File: src/rtl/tick_scheduler_pkg.sv
// Shared types and constants for the tick scheduler: config FSM states,
// default sizing and the divisor value that disables a channel.
package tick_sched_pkg;

  typedef enum logic {
    IDLE    = 1'b0,
    PENDING = 1'b1
  } cfg_state_e;

  localparam int DEF_NUM_CH   = 4;
  localparam int DEF_CNT_W    = 32;
  localparam int DIV_DISABLED = 0;

endpackage

File: src/rtl/tick_scheduler_channel.sv
// One programmable tick generator: divisor register, up-counter, registered
// tick and a combinational terminal-count flag used for boundary applies.
module tick_channel
  import tick_sched_pkg::*;
#(
  parameter int CNT_W = DEF_CNT_W
) (
  input  logic             clk,
  input  logic             rst,
  input  logic             run,
  input  logic             clear,
  input  logic             load,
  input  logic [CNT_W-1:0] load_div,
  output logic             tick,
  output logic             term,
  output logic [CNT_W-1:0] div
);

  logic [CNT_W-1:0] cnt;
  logic [CNT_W:0]   cnt_inc;
  logic             enabled;

  assign enabled = (div != CNT_W'(DIV_DISABLED));
  // One extra bit so a divisor of all-ones is reached without wrapping.
  assign cnt_inc = {1'b0, cnt} + (CNT_W+1)'(1);
  assign term    = run && enabled && (cnt_inc == {1'b0, div});

  always_ff @(posedge clk) begin
    if (rst) begin
      cnt  <= '0;
      div  <= CNT_W'(DIV_DISABLED);
      tick <= 1'b0;
    end else begin
      // NOTE: non-blocking assignments keep every register reading the
      // pre-edge values of cnt/div, so term and the load see the old period.
      tick <= term && !clear;
      if (load) begin
        div <= load_div;
        cnt <= '0;
      end else if (clear && enabled) begin
        cnt <= '0;
      end else if (run && enabled) begin
        cnt <= term ? '0 : cnt_inc[CNT_W-1:0];
      end
    end
  end

endmodule

File: src/rtl/tick_scheduler.sv
// NUM_CH tick generators with a valid/ready config port that retimes divisor
// changes onto tick boundaries. Define TICK_SCHED_SYNC_EN to add sync_all.
module tick_scheduler
  import tick_sched_pkg::*;
#(
  parameter int NUM_CH = DEF_NUM_CH,
  parameter int CNT_W  = DEF_CNT_W,
  parameter int CH_W   = (NUM_CH > 1) ? $clog2(NUM_CH) : 1
) (
  input  logic              clk,
  input  logic              rst,
  input  logic              run,
`ifdef TICK_SCHED_SYNC_EN
  input  logic              sync_all,
`endif
  input  logic              cfg_valid,
  output logic              cfg_ready,
  input  logic [CH_W-1:0]   cfg_ch,
  input  logic [CNT_W-1:0]  cfg_div,
  output logic [NUM_CH-1:0] tick,
  output logic              cfg_pending
);

  localparam logic [CH_W:0] NUM_CH_V = (CH_W+1)'(NUM_CH);

  cfg_state_e       state;
  logic [CH_W-1:0]  pend_ch;
  logic [CNT_W-1:0] pend_div;

  logic              sync;
  logic [NUM_CH-1:0] term;
  logic [NUM_CH-1:0] load;
  logic [CNT_W-1:0]  ch_div [NUM_CH];
  logic [CNT_W-1:0]  load_div;
  logic              accept, in_range, tgt_idle, pend_term;
  logic              apply_now, apply_pend;

`ifdef TICK_SCHED_SYNC_EN
  assign sync = sync_all;
`else
  assign sync = 1'b0;
`endif

  assign accept   = cfg_valid && cfg_ready && !rst;
  assign in_range = ({1'b0, cfg_ch} < NUM_CH_V);

  always_comb begin
    // NOTE: every always_comb output gets a default first so no path
    // through the loop can leave it unassigned and infer a latch.
    tgt_idle  = 1'b0;
    pend_term = 1'b0;
    for (int i = 0; i < NUM_CH; i++) begin
      if (cfg_ch == CH_W'(i) && ch_div[i] == CNT_W'(DIV_DISABLED)) tgt_idle = 1'b1;
      if (pend_ch == CH_W'(i)) pend_term = term[i];
    end
  end

  // Idle or stopped channels take a new divisor at once; running ones wait.
  assign apply_now  = accept && in_range && (tgt_idle || !run);
  assign apply_pend = (state == PENDING) && !rst && (pend_term || !run || sync);
  assign load_div   = apply_pend ? pend_div : cfg_div;

  always_comb begin
    load = '0;
    for (int i = 0; i < NUM_CH; i++) begin
      load[i] = (apply_now && cfg_ch == CH_W'(i)) || (apply_pend && pend_ch == CH_W'(i));
    end
  end

  always_ff @(posedge clk) begin
    if (rst) begin
      state       <= IDLE;
      cfg_ready   <= 1'b1;
      cfg_pending <= 1'b0;
      pend_ch     <= '0;
      pend_div    <= '0;
    end else begin
      unique case (state)
        IDLE: begin
          if (accept && in_range && !apply_now) begin
            state       <= PENDING;
            cfg_ready   <= 1'b0;
            cfg_pending <= 1'b1;
            pend_ch     <= cfg_ch;
            pend_div    <= cfg_div;
          end
        end
        PENDING: begin
          if (apply_pend) begin
            state       <= IDLE;
            cfg_ready   <= 1'b1;
            cfg_pending <= 1'b0;
          end
        end
        default: state <= IDLE;
      endcase
    end
  end

  for (genvar g = 0; g < NUM_CH; g++) begin : g_ch
    tick_channel #(.CNT_W(CNT_W)) u_ch (
      .clk      (clk),
      .rst      (rst),
      .run      (run),
      .clear    (sync),
      .load     (load[g]),
      .load_div (load_div),
      .tick     (tick[g]),
      .term     (term[g]),
      .div      (ch_div[g])
    );
  end

endmodule

File: config.mk
export PLATFORM = sky130hd
export DESIGN_NAME = tick_scheduler
export DESIGN_NICKNAME = d
export VERILOG_FILES = /design/src/rtl/tick_scheduler_pkg.sv /design/src/rtl/tick_scheduler_channel.sv /design/src/rtl/tick_scheduler.sv
export SDC_FILE = /design/constraint.sdc
export NUM_CORES = 1
export LEC_CHECK = 0
export ABC_AREA = 1
export BUFFER_PORTS_ARGS = -buffer_cell sky130_fd_sc_hd__buf_2
export CAP_MARGIN = 5
export CORE_ASPECT_RATIO = 0.8
export CORE_MARGIN = 10
export CORE_UTILIZATION = 50
export CTS_CLUSTER_SIZE = 25
export DETAILED_ROUTE_END_ITERATION = 16
export PLACE_DENSITY = 0.69
export REMOVE_ABC_BUFFERS = 1
export SYNTH_ARGS = -nofsm -noshare
export SYNTH_HDL_FRONTEND = slang
export SYNTH_SLANG_ARGS = --single-unit
File: constraint.sdc
create_clock -name clk -period 5.05 [get_ports clk]
set_clock_uncertainty 0.15 [all_clocks]
set_input_delay 0.505 -clock clk [delete_from_list [all_inputs] [get_ports clk]]
set_output_delay 0.505 -clock clk [all_outputs]
set_load 0.02 [all_outputs]
==> impl_results.md, run 1 <==
- Hold path cells: 3
- DR vias/cell: between 5 and 6
- Pwr dens: between 200 and 300 nW/um2
- DRC: 0
- HPWL Detailed: between 50 and 60 mm
- Final Hold Vio Count: 0
- Worst Hold Class: in2reg
- WP buf/inv: 1
- WL final: roughly 71 mm
- Comb pwr share: roughly 17%
- Flop2flop setup slack: 0.48 ns
- Synth Warn #: 0
- Synth Area in Compound Gates: under 10%
- Int Power: about 0.0043 W
- DP Cell Count: roughly 3800
- Largest cells by area after synthesis: dfxtp_1 31%, nand2_1 19%, nor2_1 12%, nand3_1 11%, inv_1 7.6%
- Starting density of the core: between 50% and 60%
- Remaining Overflow, GRT: 0
- Post-layout util: between 50 and 60%
- Yosys cell types: 50
- Detail Route Antenna Nets: 0
- CTS H-tree lvls: 2
- Top cell type by total area after synthesis: dfxtp_1
- RSZ-0062 raised after global routing: no
- Initial antenna violation count: 2
- Hold worst-path end: pend_div[10]
- Chip width: roughly 240 um
- Largest family of logic cells by synthesized area: simple AND/OR/NAND/NOR gates
- TritonRoute pass-1 iters: 6
- Ys flop type: dfxtp_1
- Post-synthesis adder-cell area fraction: less than 1%
- Synth Instances: about 3300
- Synth async-reset ratio: 0%
- Total track usage: a little under 30%
- Via count: around 21000
- Critical path cell sequence: ha_1, nand3_2, nor2_1, nand3_1, nand2_1, nand2_1, nand2_1, nand2_1, nor2_1, nand2_1, nor2_1, nand3_1, nor2_1, nand2_1, nand3_1, nand2_1, nand2_4, nand2_2, buf_4, nand2_1, nand2_1, nor2_1, nor2_1
- Simple-Gate Fraction of Synth Area: ~49%
- P&R area growth vs syn: 8.76%
- Commonest cells after routing, fill and taps aside: 983 x nand2_1, 630 x nor2_1, 438 x nand3_1, 393 x inv_1, 297 x dfxtp_1
- Post-CTS setup buffer count: 0
- Critical-path maximum fanout: 29
- Vert. Die Dim: roughly 200 um
- CTS tree: done
- Later-pin clock latency in the skew report: between 0.5 and 0.6 ns
- Placer congestion estimate: just over 1
- XOR/XNOR Fraction of Synth Area: ~2.2%
- Die area: about 47000 um2
- Netlist Area Pre-Place: 19500 um2
- Most frequent CP cell: nand2_1
- Layout cell share with drive strength beyond 1: ~5.7%
- First-pass GRT wire length: 110 mm
- Largest net degree at the start of global routing: ~90
- Post-CTS Resized: 0
- Routed len/inst: 18.5 um
- Clock root cell: clkbuf_16
- Min-delay src: cfg_div[10]
- Finished Layout Cells: around 3800
- Fill cell count: between 3000 and 4000
- Setup crit end kind: register
- Clk buf depth: 3
- #FFs+latches synth: slightly below 300
- Status: finished, final reports clean
- First DRT Iteration DRCs: about 2900
- Vias in the first global route: between 15000 and 20000
- Worst rel slew slack: 22.7%
- Slew @ Worst Pin: roughly 1.2 ns
- Crit path DAT: ~4.9 ns
- Nets@finish: 3350
- Cts bufs inserted: 35
- Clk sinks: 297
- Worst Setup Start Kind: register
- Core footprint: roughly 38000 um2
- Crit Reg-Reg Endpoint: g_ch[0].u_ch.div[16]
- Critical R2R Launch: g_ch[1].u_ch.cnt[0]
- # Max-Cap Violations: 0
- CP max-delay cell: dfxtp_1
- # IOs: 44
- Crit path max-delay family: simple AND/OR/NAND/NOR gates
- Final setup fails: 0
- Clock slew at reported path FFs: ~0.060 ns
- Cts hold-fix bufs: 0
- Sequential share of the synthesized area: between 30% and 40%
- Minimum clock period: 4.57 ns
- Seq pwr share: between 40% and 50%
- Syn avg cell area: 5.88 um2
- Share of the synthesized area in the top cell type: between 30% and 40%
- Post-synthesis mux area share: 0%
- Req. time, crit path: 5.32 ns
- Input/output buffers: 43
- Max VDD drop: 0.235 mV
- Commonest non-fill, non-tap cell in the layout: nand2_1
- Lkg Pwr: approximately 9.7 nW
- Cell depth of the worst flop-to-flop path: 23
- Switching Fraction: 30.6%
- Final Max Slew Viols: 0
- Max Freq: approximately 220 MHz
- Fin crit share: 90.6%
- Number of core rows: 64
- Slowest stage delay, CP: about 0.48 ns
- EDFF count, synth: 0
- WS Path Type: reg2reg
- Clock Power Share: a little over two fifths
- Total net switching power: about 0.0019 W
## cell type report
type / count / area [um2] / area share, %
diodes: 2 / 5.00 / 0.0236
clock buffers: 43 / 966 / 4.56
clock inverters: 20 / 248 / 1.17
inverters: 405 / 1530 / 7.20
multi-input cells: 2501 / 11500 / 54.1
flip-flops and latches: 297 / 5950 / 28.1
well taps: 495 / 619 / 2.92
repair buffers: 68 / 403 / 1.90
## Yosys cell counts (20+ instances only)
master	number
nand2_1	983
nor2_1	631
nand3_1	438
inv_1	393
dfxtp_1	297
clkbuf_1	63
o21ai_0	57
a22oi_1	55
a21oi_1	53
nand4_1	52
buf_2	27
a2bb2oi_1	25
nand3b_1	21
xor2_1	20
## power groups by stage
stage	Sequential (W)	Clock [W]	Combinational, W
5_1_grt	0.00251	0.00284	0.00112
6_report	0.00250	0.00273	0.00103
3_5_place_dp	0.00255	0	0.00101
4_1_cts	0.00250	0.00276	0.00101
2_1_floorplan	0.00253	0	0.000637
3_3_place_gp	0.00255	0	0.00100
## layer usage
layer / vias to the layer above / share of wire (%) / GRT usage, %
met4: 0 / 2.4 / 7.35
met3: 88 / 10 / 5.16
met1: 9883 / 47 / 43.4
met2: 950 / 41 / 42.6
li1: 10500 / - / -
met5: - / 0 / 0
## worst register-to-register path: stages (launching register included)
cell     delay [ns]
dfxtp_1        0.48
ha_1           0.27
nand3_2        0.13
nor2_1         0.35
nand3_1        0.12
nand2_1        0.10
nand2_1        0.09
nand2_1        0.09
nand2_1        0.06
nor2_1         0.09
nand2_1        0.06
nor2_1         0.15
nand3_1        0.10
nor2_1         0.27
nand2_1        0.12
nand3_1        0.12
nand2_1        0.09
nand2_4        0.30
nand2_2        0.31
buf_4          0.35
nand2_1        0.11
nand2_1        0.23
nor2_1         0.27
nor2_1         0.06
## metrics by stage
stage               power (W)  hold WS [ns]  worst slack, ns  cell area, um2  TNS (ns)
detailed placement    0.00356         0.290            0.620           20000         0
global route          0.00648         0.129           0.0851           21200         0
floorplan             0.00316         0.276           -0.687           18900    -34.38
global placement      0.00355         0.283            0.655           20000         0
CTS                   0.00627         0.108            0.587           21200         0
finish                0.00627         0.125            0.475           21200         0
## flip-flops by register name, summed over array words and instances, names as in the netlist
signal / flops
cfg_ready: 1
pend_ch: 2
g_ch.u_ch.tick: 4
state: 1
pend_div: 32
cfg_pending: 1
g_ch.u_ch.div: 128
g_ch.u_ch.cnt: 128
## how the worst max path moves through the flow
stage	start	endpoint	slack, ns	cells past startpoint
5_1_grt	g_ch[1].u_ch.cnt[0]	g_ch[2].u_ch.cnt[0]	0.09	22
2_1_floorplan	rst	g_ch[3].u_ch.cnt[0]	-0.69	4
3_5_place_dp	g_ch[1].u_ch.cnt[0]	g_ch[2].u_ch.cnt[3]	0.62	22
4_1_cts	g_ch[1].u_ch.cnt[0]	g_ch[2].u_ch.cnt[29]	0.59	22
6_report	g_ch[1].u_ch.cnt[0]	g_ch[0].u_ch.div[16]	0.48	23
3_3_place_gp	g_ch[1].u_ch.cnt[0]	g_ch[0].u_ch.div[16]	0.66	23
## kinds of logic (layout without fill, tap and decap cells)
family,after synthesis,after routing
buf+inv,516,536
compound gates,236,236
xor+xnor,38,38
simple gates,2223,2223
flops,297,297
fa+ha+maj,4,4
other cells,0,2
Power figures use the tool's default switching activity.
==> run 2: changes to the inputs <==
CELL_PAD_IN_SITES_DETAIL_PLACEMENT = 0   (was default)
CELL_PAD_IN_SITES_GLOBAL_PLACEMENT = 2   (was default)
CORE_UTILIZATION = 37   (was 50)
PLACE_DENSITY = 0.9   (was 0.69)
==> impl_results.md, run 2 (synthesis gave the netlist of run 1 again) <==
- HPWL Detailed: slightly below 60 mm
- # IOs: 44
- Core footprint: approximately 52000 um2
- DR vias/cell: around 5.3
- Min-delay src: cfg_div[25]
- P&R area growth vs syn: 10.5%
- Hold worst-path end: pend_div[25]
- Register area: about 5900 um2
- Status: finished, final reports clean
- Max Freq: ~220 MHz
- Hold path cells: 3
- Nets@finish: 3352
- Post-CTS setup buffer count: 0
- Setup crit end kind: register
- Final Hold Vio Count: 0
- Layout cell share with drive strength beyond 1: 5.60%
- Vert. Die Dim: 225 um
- Initial antenna violation count: 0
- # diodes: 0
- Placer congestion estimate: 0.962
- CTS tree: done
- Clk sinks: approximately 300
- Crit path DAT: slightly below 5 ns
- Final worst slack: between 0.4 and 0.5 ns
- CTS H-tree lvls: 2
- Worst Setup Start Kind: register
- Fin crit share: between 90% and 100%
- Total net switching power: 0.00198 W
- Slew @ Worst Pin: between 1 and 1.5 ns
- Clk buf depth: 3
- WS Path Type: reg2reg
- Fill cell count: about 5800
- Pwr dens: about 300 nW/um2
- Later-pin clock latency in the skew report: approximately 0.56 ns
- Via count: roughly 21000
- WL final: 77.1 mm
- Critical R2R Launch: g_ch[1].u_ch.cnt[0]
- Int Power: around 0.0045 W
- Post-CTS Resized: 0
- Final setup fails: 0
- Comb pwr share: roughly 16%
- Number of core rows: 75
- Clock slew at reported path FFs: about 0.06 ns
- Worst rel slew slack: between 15 and 20%
- Top Registers: g_ch.u_ch.cnt x128, g_ch.u_ch.div x128, pend_div x32
- Largest net degree at the start of global routing: 90
- Place WS: ~0.18 ns
- Minimum clock period: between 4 and 5 ns
- Critical-path maximum fanout: 33
- Req. time, crit path: 5.31 ns
- Cell depth of the worst flop-to-flop path: 21
- Die area: a little over 60000 um2
- Clock Power Share: 44.9%
- Detail Route Antenna Nets: 0
- DRC: 0
- Remaining Overflow, GRT: 0
- First DRT Iteration DRCs: about 2000
- Commonest cells after routing, fill and taps aside: 983 x nand2_1, 630 x nor2_1, 438 x nand3_1, 393 x inv_1, 297 x dfxtp_1
- Flop2flop setup slack: 0.40 ns
- # Max-Cap Violations: 0
- Total track usage: 24.1%
- Cts hold-fix bufs: 0
- Cts bufs inserted: 37
- First-pass GRT wire length: between 100 and 150 mm
- Worst Hold Class: in2reg
- Chip width: about 280 um
- RSZ-0062 raised after global routing: no
- Final Max Slew Viols: 0
- TNS Setup: 0 ns
- Clock root cell: clkbuf_16
- Starting density of the core: 37.3%
- Crit Reg-Reg Endpoint: g_ch[0].u_ch.cnt[0]
- TritonRoute pass-1 iters: 6
- Routed len/inst: approximately 19 um
- Commonest non-fill, non-tap cell in the layout: nand2_1
- Max VDD drop: around 0.21 mV
- Switching Fraction: 30.6%
- Seq pwr share: between 30% and 40%
- Area occupied by multi-input gates: between 10000 and 15000 um2
- Input/output buffers: 43
- Lkg Pwr: just under 10 nW
- Vias in the first global route: roughly 20000
[run 2: final cells by class]
| class | instances | area share, % |
|---|---|---|
| clock inverter | 12 | 0.901 |
| tap | 693 | 4.03 |
| inverter | 405 | 7.09 |
| timing repair buffer | 68 | 1.93 |
| multi-input combinational | 2501 | 53.3 |
| sequential | 297 | 27.6 |
| clock buffer | 54 | 5.12 |
[run 2: worst max path at each step]
stage                   startpoint                   end  slack [ns]  depth (start not counted)
6_report       g_ch[1].u_ch.cnt[0]   g_ch[0].u_ch.cnt[0]        0.40                         21
5_1_grt        g_ch[1].u_ch.cnt[0]   g_ch[1].u_ch.cnt[1]        0.03                         22
4_1_cts        g_ch[1].u_ch.cnt[0]  g_ch[1].u_ch.div[19]        0.17                         21
3_5_place_dp   g_ch[1].u_ch.cnt[0]  g_ch[1].u_ch.div[19]        0.18                         21
3_3_place_gp   g_ch[1].u_ch.cnt[0]  g_ch[1].u_ch.div[29]        0.18                         21
2_1_floorplan                  rst   g_ch[3].u_ch.cnt[0]       -0.69                          4
[run 2: layer usage]
| metal | wire [um] | GRT usage [%] | share of wire (%) | up-vias |
|---|---|---|---|---|
| li1 | - | - | - | 10500 |
| met1 | 37900 | 34.8 | 49 | 9995 |
| met2 | 32200 | 36.4 | 42 | 697 |
| met3 | 5050 | 3.62 | 6.6 | 112 |
| met4 | 1870 | 6.43 | 2.4 | 0 |
| met5 | 0 | 0 | 0 | - |
[run 2: through the flow]
| stage | utilization [%] | hold WS, ns | cell area, um2 | cells | power [W] |
|---|---|---|---|---|---|
| floorplan | - | 0.276 | 18900 | 3203 | 0.00316 |
| global placement | 38.7 | 0.285 | 20200 | 3964 | 0.00360 |
| detailed placement | 38.7 | 0.288 | 20200 | 3964 | 0.00360 |
| CTS | 41.2 | 0.0825 | 21500 | 4030 | 0.00652 |
| global route | 41.2 | 0.127 | 21500 | 4030 | 0.00672 |
| finish | 41.2 | 0.108 | 21500 | 4030 | 0.00648 |
[run 2: power by group through the flow]
stage	Sequential, W	Clock (W)	Combinational, W
4_1_cts	0.00250	0.00296	0.00105
6_report	0.00250	0.00291	0.00106
3_3_place_gp	0.00255	0	0.00105
2_1_floorplan	0.00253	0	0.000637
5_1_grt	0.00251	0.00304	0.00116
3_5_place_dp	0.00255	0	0.00105
[run 2: critical path: stages, from the launching register on]
cell and delay, ns:
dfxtp_1 0.46, inv_1 0.13, nor2_4 0.26, nand2_2 0.20, inv_1 0.27, nand2_1 0.13, nand3_1 0.12, nand3_1 0.08
nor2_1 0.12, nand2_1 0.06, nor2_1 0.20, nand3_1 0.11, nor2_1 0.32, nand2_1 0.16, nand3_1 0.16, nand2_1 0.11
nand2_4 0.24, nand3_2 0.11, nand2_1 0.09, inv_2 0.20, nand2_2 0.65, nor2_1 0.11
==> run 3: changes to the inputs <==
--- a/config.mk
+++ b/config.mk
@@ -7,4 +7,3 @@
 export LEC_CHECK = 0
-export ABC_AREA = 1
-export BUFFER_PORTS_ARGS = -buffer_cell sky130_fd_sc_hd__buf_2
+export BUFFER_PORTS_ARGS = -buffer_cell sky130_fd_sc_hd__buf_4
 export CAP_MARGIN = 5
@@ -14,6 +13,6 @@
 export CORE_MARGIN = 10
-export CORE_UTILIZATION = 37
+export CORE_UTILIZATION = 41
 export CTS_CLUSTER_SIZE = 25
 export DETAILED_ROUTE_END_ITERATION = 16
-export PLACE_DENSITY = 0.9
+export PLACE_DENSITY = 0.89
 export REMOVE_ABC_BUFFERS = 1
--- a/constraint.sdc
+++ b/constraint.sdc
@@ -4,2 +4,2 @@
 set_output_delay 0.505 -clock clk [all_outputs]
-set_load 0.02 [all_outputs]
+set_load 0.1 [all_outputs]
==> impl_results.md, run 3 <==
- TNS Setup: 0 ns
- Critical path cell sequence: ha_1, and4_1, nand4_4, or4_4, nand3b_1, o2111ai_1, or4b_1, or4_4, o221ai_4, buf_12, o211ai_1, a311oi_1
- TritonRoute pass-1 iters: 6
- Flop2flop setup slack: between 0.3 and 0.4 ns
- Commonest non-fill, non-tap cell in the layout: dfxtp_1
- DR vias/cell: 6.59
- RSZ-0062 raised after global routing: no
- Register area: slightly below 6000 um2
- Area occupied by multi-input gates: 12500 um2
- Clk buf depth: 3
- Synth async-reset ratio: 0%
- Die area: about 56000 um2
- EDFF count, synth: 0
- Worst Hold Class: in2reg
- Total track usage: about 26%
- Initial antenna violation count: 1
- Placer congestion estimate: 0.994
- Critical R2R Launch: g_ch[2].u_ch.cnt[0]
- Synth Warn #: 0
- Share of the synthesized area in the top cell type: between 30% and 40%
- HPWL Detailed: 56.2 mm
- Later-pin clock latency in the skew report: between 0.5 and 0.6 ns
- Largest cells by area after synthesis: dfxtp_1 31%, xnor2_1 4.9%, o21ai_0 4.8%, nor2_1 4.6%, a21oi_1 4.2%
- Most frequent cell after synthesis: dfxtp_1
- DP Area: ~20000 um2
- Detail Route Antenna Nets: 0
- Synth Instances: between 2000 and 3000
- Switching Fraction: between 30% and 40%
- Worst Setup Start Kind: register
- Post-CTS setup buffer count: 0
- CP endpoint: g_ch[2].u_ch.div[28]
- Crit path DAT: around 5.1 ns
- Yosys cell types: 85
- Pwr dens: 296 nW/um2
- Fin crit share: between 90% and 100%
- Fill cell count: around 4700
- # IOs: 44
- Critical-path maximum fanout: 34
- Final Max Slew Viols: 0
- Cts bufs inserted: 35
- Req. time, crit path: roughly 5.4 ns
- Slew @ Worst Pin: 0.934 ns
- Comb pwr share: roughly 18%
- Most frequent CP cell: or4_4
- Nets@finish: roughly 2500
- #FFs+latches synth: approximately 300
- WL final: just under 80 mm
- Core footprint: between 40000 and 50000 um2
- Clock slew at reported path FFs: 0.06 ns
- # Max-Cap Violations: 0
- # diodes: 0
- Layout cell share with drive strength beyond 1: 10.4%
- Max Freq: 211 MHz
- Final Hold Vio Count: 0
- Number of core rows: 71
- Input/output buffers: between 40 and 50
- Netlist Area Pre-Place: slightly below 20000 um2
- Final setup fails: 0
- Int Power: between 0.004 and 0.005 W
- Top cell type by total area after synthesis: dfxtp_1
- Setup crit end kind: register
- Starting density of the core: between 40 and 50%
- Slowest stage delay, CP: around 0.65 ns
- P&R area growth vs syn: 11.2%
- Vert. Die Dim: around 210 um
- Via count: 20400
- Post-CTS Resized: 0
- Final instance area: roughly 22000 um2
- Remaining Overflow, GRT: 0
- First DRT Iteration DRCs: 2453
- CTS H-tree lvls: 2
- Status: finished, final reports clean
- Cts hold-fix bufs: 0
- Seq pwr share: between 30% and 40%
- Syn avg cell area: 7.72 um2
- WS Path Type: reg2reg
- Max VDD drop: 0.263 mV
- CTS tree: done
- Sequential share of the synthesized area: between 30% and 40%
- DRC: 0
- Clock Power Share: 42.7%
- Worst rel slew slack: 36.9%
- Chip width: ~260 um
- Largest net degree at the start of global routing: roughly 70
- Synth top cells by count: 297 x dfxtp_1, 235 x nor2_1, 200 x nand2_1
- Top Registers: g_ch.u_ch.cnt x128, g_ch.u_ch.div x128, pend_div x32
- Vias in the first global route: about 18000
- Crit Reg-Reg Endpoint: g_ch[2].u_ch.div[28]
- Total net switching power: just under 0.002 W
- Minimum clock period: 4.75 ns
- First-pass GRT wire length: between 100 and 150 mm
- Lkg Pwr: approximately 6.7 nW
- Ys flop type: dfxtp_1
- Cell depth of the worst flop-to-flop path: 12
- Commonest cells after routing, fill and taps aside: 297 x dfxtp_1, 233 x nor2_1, 199 x nand2_1, 185 x o21ai_0, 161 x a21oi_1
- Clock root cell: clkbuf_16
- Clk sinks: just under 300
- Crit path launch: g_ch[2].u_ch.cnt[0]
- CP max-delay cell: or4_4
- Routed len/inst: 24.8 um
## run 3: cell count changes after synthesis, moves of 64 or more
cell / change
nand2_1: -783
nor2_1: -396
inv_1: -362
nand3_1: -352
o21ai_0: +129
a21oi_1: +108
clkbuf_1: +102
xnor2_1: +98
a31oi_1: +85
nor4_1: +74
a311oi_1: +64
## run 3: metrics by stage
step                total power [W]  utilization, %  instances  setup slack (ns)  hold WS, ns
floorplan                   0.00318               -       2292             -4.23        0.303
global placement            0.00367            43.4       3035             0.534        0.323
detailed placement          0.00368            43.4       3035             0.352        0.329
CTS                         0.00639            45.9       3096             0.340       0.0432
global route                0.00660            45.9       3096            0.0161       0.0586
finish                      0.00639            45.9       3096             0.301       0.0673
## run 3: power groups by stage
stage	clock network, W	logic, W	registers, W
floorplan	0	0.000637	0.00255
global placement	0	0.00108	0.00259
detailed placement	0	0.00109	0.00259
CTS	0.00276	0.00109	0.00254
global route	0.00286	0.00119	0.00255
finish	0.00272	0.00112	0.00255
## run 3: cell families (layout without fill, tap and decap cells)
family,after synthesis,after routing,synth area share [%]
AND/OR/NAND/NOR,1047,1047,28.9
AO/OA/AOI/OAI,706,706,25.0
flip-flops,297,297,30.7
buffers and inverters,249,215,5.32
XOR/XNOR,153,153,6.92
multiplexers,54,54,2.89
adder cells (fa/ha/maj),4,4,0.258
## run 3: cell type report
type                       instances  area share, %
clock buffer                      49           4.79
clock inverter                    12          0.761
inverter                          31          0.540
multi-input combinational       1964           58.0
sequential                       297           27.6
tap                              620           3.60
timing repair buffer             123           4.75
## run 3: routing by layer
metal  GRT usage, %  up-vias  wire length, um  share of wire (%)
met5              0        -               14              0.018
met2           35.9      902            31000                 40
met1           39.5    10000            37100                 48
met4           5.97        2             1420                1.8
met3           5.67      114             7370                9.6
li1               -     9363                -                  -
## run 3: critical path: cells and delay by family (launching register included)
family	cells	cell delay, ns
flip-flops	1	0.43
AO/OA/AOI/OAI	4	0.93
buffers and inverters	1	0.31
adder cells (fa/ha/maj)	1	0.30
AND/OR/NAND/NOR	6	2.47
## run 3: worst min path at each step
stage | from | to | slack [ns] | cells after the start
after floorplan | g_ch[2].u_ch.cnt[31] | g_ch[2].u_ch.cnt[31] | 0.30 | 2
after global placement | pend_div[12] | pend_div[12] | 0.32 | 2
after detailed placement | g_ch[2].u_ch.cnt[31] | g_ch[2].u_ch.cnt[31] | 0.33 | 2
after CTS | cfg_div[8] | pend_div[8] | 0.04 | 3
after global routing | cfg_div[8] | pend_div[8] | 0.06 | 3
final | cfg_div[9] | pend_div[9] | 0.07 | 3
